### src/rtl/itcm_fetch_responder_if.sv
// Instruction-fetch req/resp channel between the fetch stage and the ITCM responder.
//   req_valid/req_ready/req_pc          : one fetch byte address per handshake
//   resp_valid/resp_ready/resp_err/instr: one in-order response per accepted request
// master = fetch stage, slave = responder.
interface itcm_fetch_responder_if #(
    parameter int PC_WIDTH    = 32,
    parameter int INSTR_WIDTH = 32
);
    logic                   req_valid;
    logic                   req_ready;
    logic [PC_WIDTH-1:0]    req_pc;
    logic                   resp_valid;
    logic                   resp_ready;
    logic                   resp_err;
    logic [INSTR_WIDTH-1:0] resp_instr;

    modport master (
        output req_valid, req_pc, resp_ready,
        input  req_ready, resp_valid, resp_err, resp_instr
    );

    modport slave (
        input  req_valid, req_pc, resp_ready,
        output req_ready, resp_valid, resp_err, resp_instr
    );
endinterface

### src/rtl/itcm_fetch_responder.sv
// Responder end of the instruction-fetch channel. Accepts one PC per handshake,
// reads a word from a synchronous single-port ITCM (1-cycle read latency) and
// returns instr/err in request order. A one-entry hold buffer keeps the word
// alive under response back-pressure; with resp_ready held high it runs at one
// fetch per cycle.
// Ports:
//   clk, rst_n    : clock, asynchronous active-low reset
//   fetch (slave) : req_valid/req_ready/req_pc, resp_valid/resp_ready/resp_err/resp_instr
//   itcm_cs_o     : ITCM read enable (never for error fetches)
//   itcm_addr_o   : ITCM word address, taken straight from req_pc
//   itcm_rdata_i  : ITCM read data, valid the cycle after itcm_cs_o
module itcm_fetch_responder #(
    parameter int                    PC_WIDTH    = 32,
    parameter int                    INSTR_WIDTH = 32,
    parameter int                    ITCM_AW     = 14,
    parameter logic [PC_WIDTH-1:0]   ITCM_BASE   = 32'h8000_0000
) (
    input  logic                     clk,
    input  logic                     rst_n,
    itcm_fetch_responder_if.slave    fetch,
    output logic                     itcm_cs_o,
    output logic [ITCM_AW-1:0]       itcm_addr_o,
    input  logic [INSTR_WIDTH-1:0]   itcm_rdata_i
);
    // Range compare is done one bit wider so BASE + SIZE cannot wrap to 0.
    localparam logic [PC_WIDTH:0] BASE_X = {1'b0, ITCM_BASE};
    localparam logic [PC_WIDTH:0] SIZE_X = (PC_WIDTH+1)'(1) << (ITCM_AW + 2);
    localparam logic [PC_WIDTH:0] END_X  = BASE_X + SIZE_X;

    logic                   s1_vld_q, s1_vld_d;
    logic                   s1_err_q, s1_err_d;
    logic                   hb_vld_q, hb_vld_d;
    logic                   hb_err_q, hb_err_d;
    logic [INSTR_WIDTH-1:0] hb_instr_q, hb_instr_d;

    logic                   err_req;
    logic                   accept;
    logic [PC_WIDTH:0]      pc_x;
    logic                   sel_vld;
    logic                   sel_err;
    logic [INSTR_WIDTH-1:0] sel_instr;

    assign pc_x    = {1'b0, fetch.req_pc};
    assign err_req = (fetch.req_pc[1:0] != 2'b00) | (pc_x < BASE_X) | (pc_x >= END_X);

    // Only one response can be outstanding: take a new request when the slot
    // is empty or the current response is leaving this cycle.
    assign fetch.req_ready = fetch.resp_ready | ~(s1_vld_q | hb_vld_q);
    assign accept          = fetch.req_valid & fetch.req_ready;
    assign itcm_cs_o       = accept & ~err_req;
    assign itcm_addr_o     = fetch.req_pc[ITCM_AW+1:2];

    // Hold buffer has priority; s1 and hb are never valid together.
    always_comb begin
        sel_vld   = 1'b0;
        sel_err   = 1'b0;
        sel_instr = '0;
        if (hb_vld_q) begin
            sel_vld   = 1'b1;
            sel_err   = hb_err_q;
            sel_instr = hb_instr_q;
        end else if (s1_vld_q) begin
            sel_vld   = 1'b1;
            sel_err   = s1_err_q;
            sel_instr = s1_err_q ? '0 : itcm_rdata_i;
        end
    end

    assign fetch.resp_valid = sel_vld;
    assign fetch.resp_err   = sel_err;
    assign fetch.resp_instr = sel_instr;

    always_comb begin
        s1_vld_d   = accept;
        s1_err_d   = accept ? err_req : s1_err_q;
        hb_vld_d   = hb_vld_q;
        hb_err_d   = hb_err_q;
        hb_instr_d = hb_instr_q;
        // ITCM data is only valid for one cycle, so a stalled read is parked here.
        if (s1_vld_q & ~fetch.resp_ready) begin
            hb_vld_d   = 1'b1;
            hb_err_d   = s1_err_q;
            hb_instr_d = sel_instr;
        end else if (hb_vld_q & fetch.resp_ready) begin
            hb_vld_d   = 1'b0;
        end
    end

    always_ff @(posedge clk or negedge rst_n) begin
        if (!rst_n) begin
            s1_vld_q   <= 1'b0;
            s1_err_q   <= 1'b0;
            hb_vld_q   <= 1'b0;
            hb_err_q   <= 1'b0;
            hb_instr_q <= '0;
        end else begin
            s1_vld_q   <= s1_vld_d;
            s1_err_q   <= s1_err_d;
            hb_vld_q   <= hb_vld_d;
            hb_err_q   <= hb_err_d;
            hb_instr_q <= hb_instr_d;
        end
    end
endmodule
### src/flat_wrapper.sv
// flat-port wrapper written by rule: the top's interface ports become plain ports
module itcm_fetch_responder_flat 
#(
    parameter int                    PC_WIDTH    = 32,
    parameter int                    INSTR_WIDTH = 32,
    parameter int                    ITCM_AW     = 14,
    parameter logic [PC_WIDTH-1:0]   ITCM_BASE   = 32'h8000_0000
)
  (clk, rst_n, itcm_cs_o, itcm_addr_o, itcm_rdata_i, fetch_req_valid, fetch_req_pc, fetch_resp_ready, fetch_req_ready, fetch_resp_valid, fetch_resp_err, fetch_resp_instr);
  itcm_fetch_responder_if #(.PC_WIDTH(PC_WIDTH), .INSTR_WIDTH(INSTR_WIDTH)) fetch_i ();
  input  logic clk;
  input  logic rst_n;
  output logic itcm_cs_o;
  output logic [ITCM_AW-1:0] itcm_addr_o;
  input  logic [INSTR_WIDTH-1:0] itcm_rdata_i;
  input wire logic [$bits(fetch_i.req_valid)-1:0] fetch_req_valid;
  input wire logic [$bits(fetch_i.req_pc)-1:0] fetch_req_pc;
  input wire logic [$bits(fetch_i.resp_ready)-1:0] fetch_resp_ready;
  output wire logic [$bits(fetch_i.req_ready)-1:0] fetch_req_ready;
  output wire logic [$bits(fetch_i.resp_valid)-1:0] fetch_resp_valid;
  output wire logic [$bits(fetch_i.resp_err)-1:0] fetch_resp_err;
  output wire logic [$bits(fetch_i.resp_instr)-1:0] fetch_resp_instr;
  assign fetch_i.req_valid = fetch_req_valid;
  assign fetch_i.req_pc = fetch_req_pc;
  assign fetch_i.resp_ready = fetch_resp_ready;
  assign fetch_req_ready = fetch_i.req_ready;
  assign fetch_resp_valid = fetch_i.resp_valid;
  assign fetch_resp_err = fetch_i.resp_err;
  assign fetch_resp_instr = fetch_i.resp_instr;
  itcm_fetch_responder #(.PC_WIDTH(PC_WIDTH), .INSTR_WIDTH(INSTR_WIDTH), .ITCM_AW(ITCM_AW), .ITCM_BASE(ITCM_BASE)) u_core (.clk(clk), .rst_n(rst_n), .fetch(fetch_i), .itcm_cs_o(itcm_cs_o), .itcm_addr_o(itcm_addr_o), .itcm_rdata_i(itcm_rdata_i));
endmodule
### config.mk
export PLATFORM = sky130hd
export DESIGN_NAME = itcm_fetch_responder_flat
export DESIGN_NICKNAME = d
export VERILOG_FILES = /design/src/rtl/itcm_fetch_responder_if.sv /design/src/rtl/itcm_fetch_responder.sv /design/src/flat_wrapper.sv
export SDC_FILE = /design/constraint.sdc
export NUM_CORES = 1
export LEC_CHECK = 0
export CAP_MARGIN = 5
export CORE_MARGIN = 4
export CORE_UTILIZATION = 39
export DETAILED_ROUTE_END_ITERATION = 6
export GPL_ROUTABILITY_DRIVEN = 0
export PLACE_DENSITY = 0.82
export SLEW_MARGIN = 10
export SYNTH_ARGS = -nofsm -noshare
export SYNTH_HDL_FRONTEND = slang
export SYNTH_SLANG_ARGS = --single-unit
### constraint.sdc
create_clock -name clk -period 2.7 [get_ports clk]
set_input_delay 0.54 -clock clk [delete_from_list [all_inputs] [get_ports clk]]
set_output_delay 0.54 -clock clk [all_outputs]
set_load 0.01 [all_outputs]
# Word-level counts from Yosys, hierarchy flattened
# Cells that the tools add are included.
[classes]
add_sub_neg = 0
mul = 0
div_mod_pow = 0
order_cmp = 2
eq_ne = 0
shift = 0
mux = 9
n_bitwise = 11
n_reduce_logical = 2
[op_table]
columns = ["op", "n"]
rows = [
  ["32-bit two-way mux", 3],
  ["32-bit greater-or-equal comparator (second input constant)", 1],
  ["32-bit < comparator (second input constant)", 1],
  ["1-bit two-way mux", 6],
  ["1-bit AND", 4],
  ["1-bit OR", 4],
  ["2-bit nonzero test", 2],
  ["1-bit NOT", 3],
]
[totals]
reg_bits = 36
latch_bits = 0
mem_bits_rw = 0
mem_bits_ro = 0
inputBits = 68
n_memories = 0

# Longest topological paths before layout
# Gate-level depths: netlist of the first run.
[logic_depth]
word_depth = 5
ltp_mapped = 5

# Worst setup path after synthesis of the first run
# Ideal clock, no wire load.
[synth_path]
kind = "input -> output"
start = "input fetch_req_pc[25]"
end = "output itcm_cs_o"
arrival_ps = 1217
required_ps = 2160
setup_slack_ps = 943
stages = 3
n_path_buf = 0
cell_sequence = "nor4_1 -> nand3_1 -> nor3_1"
[synth_via]
elab_chain_cells = 5
word_cells_on_any_way = 6
[synth_lines]
columns = ["element", "line_no", "rtl"]
rows = [
  ["from (decl)", "flat_wrapper.sv:17", "input wire logic [$bits(fetch_i.req_pc)-1:0] fetch_req_pc;"],
  ["32-bit < comparator", "itcm_fetch_responder.sv:44", "assign err_req = (fetch.req_pc[1:0] != 2'b00) | (pc_x < BASE_X) | (pc_x >= END_X);"],
  ["1-bit OR", "itcm_fetch_responder.sv:44", ""],
  ["1-bit OR (*)", "itcm_fetch_responder.sv:44", ""],
  ["1-bit NOT (*)", "itcm_fetch_responder.sv:50", "assign itcm_cs_o = accept & ~err_req;"],
  ["1-bit AND (*)", "itcm_fetch_responder.sv:50", ""],
  ["to (decl)", "flat_wrapper.sv:13", "output logic itcm_cs_o;"],
]
# Every way passes the cells marked *; elsewhere a longest branch is shown, timed or not.

# Worst setup path in the final report of the first run
[layout_path]
start = "register u_core.s1_err_q"
end = "output fetch_resp_instr[17]"
[layout_via]
elab_chain_cells = 3
[layout_lines]
columns = ["element", "line_no", "rtl"]
rows = [
  ["from (decl)", "itcm_fetch_responder.sv:31", "logic s1_err_q, s1_err_d;"],
  ["from (signal assigned)", "itcm_fetch_responder.sv:98", "s1_err_q <= s1_err_d;"],
  ["32-bit two-way mux", "itcm_fetch_responder.sv:65", "sel_instr = s1_err_q ? '0 : itcm_rdata_i;"],
  ["32-bit two-way mux", "itcm_fetch_responder.sv:62", "end else if (s1_vld_q) begin"],
  ["32-bit two-way mux", "itcm_fetch_responder.sv:58", "if (hb_vld_q) begin"],
  ["to (decl)", "flat_wrapper.sv:22", "output wire logic [$bits(fetch_i.resp_instr)-1:0] fetch_resp_instr;"],
]
# Every way passes these cells.

==> results of run 1 <==
cells by family (layout without fill, tap and decap cells):
logic type             after synthesis  in the layout  share of synthesized area
AO/OA/AOI/OAI                       68             68                      0.340
buffers and inverters               34            105                      0.123
flip-flops                          36             36                      0.483
multiplexers                         1              1                    0.00604
AND/OR/NAND/NOR                     14             14                     0.0476
sequential cells by signal (all words and copies together), names as in the netlist:
signal	count
u_core.hb_vld_q	1
u_core.hb_err_q	1
u_core.hb_instr_q	32
u_core.s1_vld_q	1
u_core.s1_err_q	1
power groups by stage:
stage	clock [mW]	sequential [mW]	combinational [mW]
final	0.386	0.544	0.157
after global routing	0.416	0.544	0.171
after CTS	0.399	0.544	0.160
after detailed placement	0	0.554	0.159
after global placement	0	0.554	0.157
after floorplan	0	0.554	0.0657
worst paths after layout:
| kind | start | slack [ns] | endpoint |
|---|---|---|---|
| worst min register to register | u_core.hb_instr_q[11] | 0.49 | u_core.hb_instr_q[11] |
| min in group clk | u_core.hb_instr_q[11] | 0.49 | u_core.hb_instr_q[11] |
| max in group asynchronous | rst_n | 1.85 | u_core.hb_instr_q[3] |
| worst max-delay path | u_core.s1_err_q | 0.14 | fetch_resp_instr[17] |
| worst max register to register | u_core.s1_vld_q | 1.19 | u_core.hb_instr_q[0] |
| worst min-delay path | rst_n | 0.34 | u_core.hb_instr_q[20] |
layout make-up:
cell class,instances,area [sq um]
Timing Repair Buffer,95,933
Multi-Input combinational cell,83,738
Tap cell,52,65.1
Inverter,2,7.51
Clock buffer,8,90.1
Fill cell,395,1770
Sequential cell,36,901
repair_timing:
action | 4_1_cts | 5_1_grt
gates resized for setup | 0 | 1
hold buffers | 0 | 0
endpoints found under the setup margin | 0 | 1
cell usage after synthesis (all sizes together):
master	number
dfrtp	36
a22o	32
a32o	32
buf	30
nor4	4
nand2	3
clkbuf	2
inv	2
a21o	1
and2b	1
mux2	1
nand2b	1
nand3	1
nand3b	1
nor3	1
nor3b	1
o21ai	1
o21bai	1
o31a	1
or2	1
worst reg2reg max path, stage by stage, from the launching register on:
cell and delay [ns]:
dfrtp_1 0.40, and2b_1 0.39, nand2b_4 0.29, a32o_1 0.32
routing by layer:
layer / up-vias / wire [um] / GRT usage
met5: - / 0 / 0
met4: 0 / 55 / 0.0569
met3: 11 / 383 / 0.0480
met2: 69 / 2210 / 0.271
met1: 801 / 1840 / 0.166
li1: 750 / - / -
==> results by group, run 1 <==
Floorplanning
  • Die H: 77.1 um
  • Rows: 24
  • Num ports: 118
  • Core ar.: 4500 sq um
  • Die ar.: 5950 sq um
  • Initial core utilization: 0.414
  • Die span in x: 77.1 um

Critical path
  • Worst Path Buf+Inv: 2
  • Critical path type: reg -> out
  • WP data required: 2.16 ns
  • Critical path fanouts, max: 34
  • CP max stage cell: clkdlybuf4s50_1
  • WP depth: 4
  • Crit. End Element: primary output
  • CP Launch Type: flip-flop
  • Cells on worst reg2reg path: 3
  • CP Cell Sequence: nor3b_2, buf_4, a22o_1, clkdlybuf4s50_1
  • Crit path DAT: 2.02 ns
  • Worst path max stage delay: 0.53 ns
  • CP delay by family, top: buffers and inverters

Yosys
  • Register area share after synthesis: 0.483
  • Post-Syn Area per Cell: 12.2 sq um
  • Synthesized Nets: 221
  • Area contributors post-synth: dfrtp_1 (48%), a32o_1 (17%), a22o_1 (15%), buf_4 (7.7%), buf_2 (1.9%)
  • Library cells used by synthesis: 23
  • Syn Std Cell Area: 1860 sq um
  • Synth Instances: 153
  • Area leader, netlist: dfrtp_1
  • Synthesized flop and latch total: 36
  • Yosys warns: 0
  • Share of the synthesized area in the top cell type: 0.483

STA
  • Number of setup violations in the final report: 0
  • Skew final: 0.00513 ns
  • PnR worst setup slack: 0.141 ns
  • Fin crit share: 0.948
  • Tmin final: 2.56 ns
  • Final hold slack: 0.343 ns
  • Max Fclk: 391 MHz
  • Pins Over Slew Limit: 0
  • Slew margin rel.: 0.470
  • RSZ-0062 raised after global routing: no
  • Worst-Margin Slew: 0.795 ns
  • Setup TNS: 0 ns
  • Fin. Hold Viols: 0

Clocking
  • Clk buf depth: 2
  • Skew-Pair Late Insertion Delay: 0.28 ns
  • Clock sinks: 36
  • Inserted Clock Buffers: 5
  • H-tree depth: 2
  • CTS clk-pin slew, worst paths: 0.07 ns
  • CTS root buf: clkbuf_8
  • Post-CTS setup buffers: 0
  • TritonCTS clock tree: done

Finish
  • Post-route cell area: 2740 sq um
  • Commonest non-fill, non-tap cell in the layout: clkdlybuf4s50_1
  • Antenna diodes: 0
  • Layout cells sized above 1: 0.0804
  • Most frequent cells in the layout: clkdlybuf4s50_1 (87), dfrtp_1 (36), a22o_1 (32), a32o_1 (32)
  • P&R area growth vs syn: 46.7%
  • Finished Layout Cells: 276
  • Final Util: 0.607
  • # nets final: 291

Detailed routing
  • Post-route ant nets: 0
  • Routed WL per cell: 16.3 um
  • DRT iter0 DRCs: 42
  • Initial DRT Pass Iterations: 4
  • Via count: 1631
  • DRC: 0
  • Routed Wire Length: 4490 um
  • Number of vias per cell: 5.91

Power and ir drop
  • Power density over cell area: 398 nW/um^2
  • Switch Pwr: 249 uW
  • Reg power frac: 0.501
  • Clock power frac: 0.355
  • Total design power: 1.09 mW
  • P_leak: 1.13 nW
  • Cell Int Power: 839 uW
  • Sw frac: 0.229
  • Combinational Power Share: 0.144
  • Peak supply drop: 201 uV

GRT
  • Largest net degree at the start of global routing: 37
  • Total gr overflow: 0
  • Antenna violations before repair: 0
  • Vias in the first global route: 1733
  • GRT Overall Usage: 0.152
  • First-pass GRT wire length: 7510 um

Placement
  • DP Cell Count: 268
  • Placement Setup Slack: 0.0352 ns
  • PortBufs: 89
  • Placement Cell Area: 2640 sq um
  • Post-DP HPWL: 3260 um

Run
  • Max Cap Viol: 0

Min path
  • HP Class: in -> async

Status
  • Status: finished clean
Power figures use the tool's default switching activity.
==> run 2: changes to the inputs <==
--- a/config.mk
+++ b/config.mk
@@ -10,7 +10,7 @@
 export CORE_UTILIZATION = 39
 export DETAILED_ROUTE_END_ITERATION = 6
 export GPL_ROUTABILITY_DRIVEN = 0
-export PLACE_DENSITY = 0.82
+export PLACE_DENSITY = 0.85
 export SLEW_MARGIN = 10
 export SYNTH_ARGS = -nofsm -noshare
 export SYNTH_HDL_FRONTEND = slang
==> run 2 against run 1 <==
Effect of this change:
- sequential cell count is the same
- sequential power barely moved
- die area unchanged
- clock skew shrank 0.00052 ns
- first-iteration DRC count increased to 2.9 times the previous value
- global-route usage hardly changed
- final cell count did not move
- worst hold slack got worse by 0.012 ns
- design area is 0.14% higher
- critical path type unchanged
- critical endpoint is now fetch_resp_instr[31]
==> results by group, run 2 (synthesis results as in run 1) <==
Status
  • Status: finished clean

STA
  • Worst-Margin Slew: 0.790 ns
  • Slew margin rel.: 0.473
  • RSZ-0062 raised after global routing: no
  • Max Fclk: 396 MHz
  • Setup TNS: 0 ns
  • Fin. Hold Viols: 0
  • Fin crit share: 0.935
  • Pins Over Slew Limit: 0
  • Skew final: 0.00461 ns
  • Tmin final: 2.52 ns
  • Number of setup violations in the final report: 0

Floorplanning
  • Initial core utilization: 0.414
  • Die H: 77.1 um
  • Rows: 24
  • Num ports: 118
  • Die ar.: 5950 sq um
  • Die span in x: 77.1 um
  • Core ar.: 4500 sq um

Finish
  • Most frequent cells in the layout: clkdlybuf4s50_1 (87), dfrtp_1 (36), a22o_1 (32), a32o_1 (32), clkbuf_8 (6)
  • # nets final: 291
  • Antenna diodes: 0
  • Layout cells sized above 1: 0.0804
  • Max reg flops: 32
  • Commonest non-fill, non-tap cell in the layout: clkdlybuf4s50_1
  • Most flops, register: u_core.hb_instr_q
  • P&R area growth vs syn: 46.9%
  • Filler instances: 376
  • Final Util: 0.608

Clocking
  • Cts hold-fix bufs: 0
  • CTS clk-pin slew, worst paths: 0.07 ns
  • Skew-Pair Late Insertion Delay: 0.28 ns
  • Clock sinks: 36
  • H-tree depth: 2
  • CTS root buf: clkbuf_8
  • Clk buf depth: 2
  • TritonCTS clock tree: done
  • Inserted Clock Buffers: 5

Detailed routing
  • Routed WL per cell: 16.1 um
  • Number of vias per cell: 5.84
  • Via count: 1611
  • DRC: 0
  • Post-route ant nets: 0
  • DRT iter0 DRCs: 122
  • Initial DRT Pass Iterations: 4
  • Routed Wire Length: 4450 um

GRT
  • First-pass GRT wire length: 7300 um
  • Met2 usage: 0.260
  • Largest net degree at the start of global routing: 41
  • GRT Max-Usage Layer: met2
  • Total gr overflow: 0
  • Vias in the first global route: 1612
  • Met3 usage: 0.0632
  • Antenna violations before repair: 0
  • Routing usage on met1: 0.166
  • GRT Overall Usage: 0.151

Power and ir drop
  • Power density over cell area: 399 nW/um^2
  • P_leak: 1.13 nW
  • Peak supply drop: 277 uV

Critical path
  • CP delay by family, top: buffers and inverters
  • Crit. End Element: primary output
  • CP Cell Sequence: nor3b_2, buf_6, a22o_1, clkdlybuf4s50_1
  • Crit path DAT: 1.98 ns
  • Critical path fanouts, max: 40
  • Worst path max stage delay: 0.53 ns
  • Worst Path Buf+Inv: 2
  • WP data required: 2.16 ns
  • CP max stage cell: clkdlybuf4s50_1
  • R2R setup slack: 1.22 ns
  • Critical path type: reg -> out
  • CP Launch Type: flip-flop

Placement
  • Post-DP HPWL: 3170 um
  • PortBufs: 89

Run
  • Max Cap Viol: 0

Min path
  • HP Class: in -> async
==> run 2: final timing paths <==
kind                                            from                    end  cells past startpoint
worst max-delay path                 u_core.s1_err_q   fetch_resp_instr[31]                      4
worst min-delay path                           rst_n        u_core.s1_err_q                      1
worst max register to register       u_core.s1_vld_q   u_core.hb_instr_q[0]                      4
worst min register to register  u_core.hb_instr_q[2]   u_core.hb_instr_q[2]                      1
max in group asynchronous                      rst_n  u_core.hb_instr_q[28]                      1
min in group clk                u_core.hb_instr_q[2]   u_core.hb_instr_q[2]                      1
==> run 2: final cells by class <==
cell class                 count  area (sq um)  share of cell area
timing repair buffer          95           937               0.342
sequential                    36           901               0.329
multi-input combinational     83           738               0.270
clock buffer                   8          90.1              0.0329
tap                           52          65.1              0.0238
inverter                       2          7.51             0.00274
==> run 2: metal layers <==
metal,part of all wire,up-vias
met5,0,-
met4,0.012,0
met3,0.096,9
met2,0.49,75
met1,0.41,783
li1,-,744
==> run 2: repair_timing <==
| action | CTS | global route |
|---|---|---|
| endpoints found under the hold margin | 0 | 0 |
| setup buffers | 0 | 0 |
| resized for setup | 0 | 2 |
| setup endpoints to repair | 0 | 13 |
==> run 2: per-stage QoR <==
step           instance area (sq um)  hold slack (ns)  power (mW)  setup WS, ns  cells
2_1_floorplan                   1860            0.244       0.619         0.943    153
3_3_place_gp                    2640            0.474       0.712        0.0371    268
3_5_place_dp                    2640            0.482       0.713        0.0405    268
4_1_cts                         2730            0.366        1.11        0.0389    276
5_1_grt                         2740            0.414        1.15        0.0668    276
6_report                        2740            0.331        1.09         0.176    276
==> run 2: power by group <==
group / total, mW / internal (mW) / switching, mW
clock: 0.392 / 0.208 / 0.184
sequential: 0.545 / 0.542 / 0.00340
combinational: 0.155 / 0.0890 / 0.0663
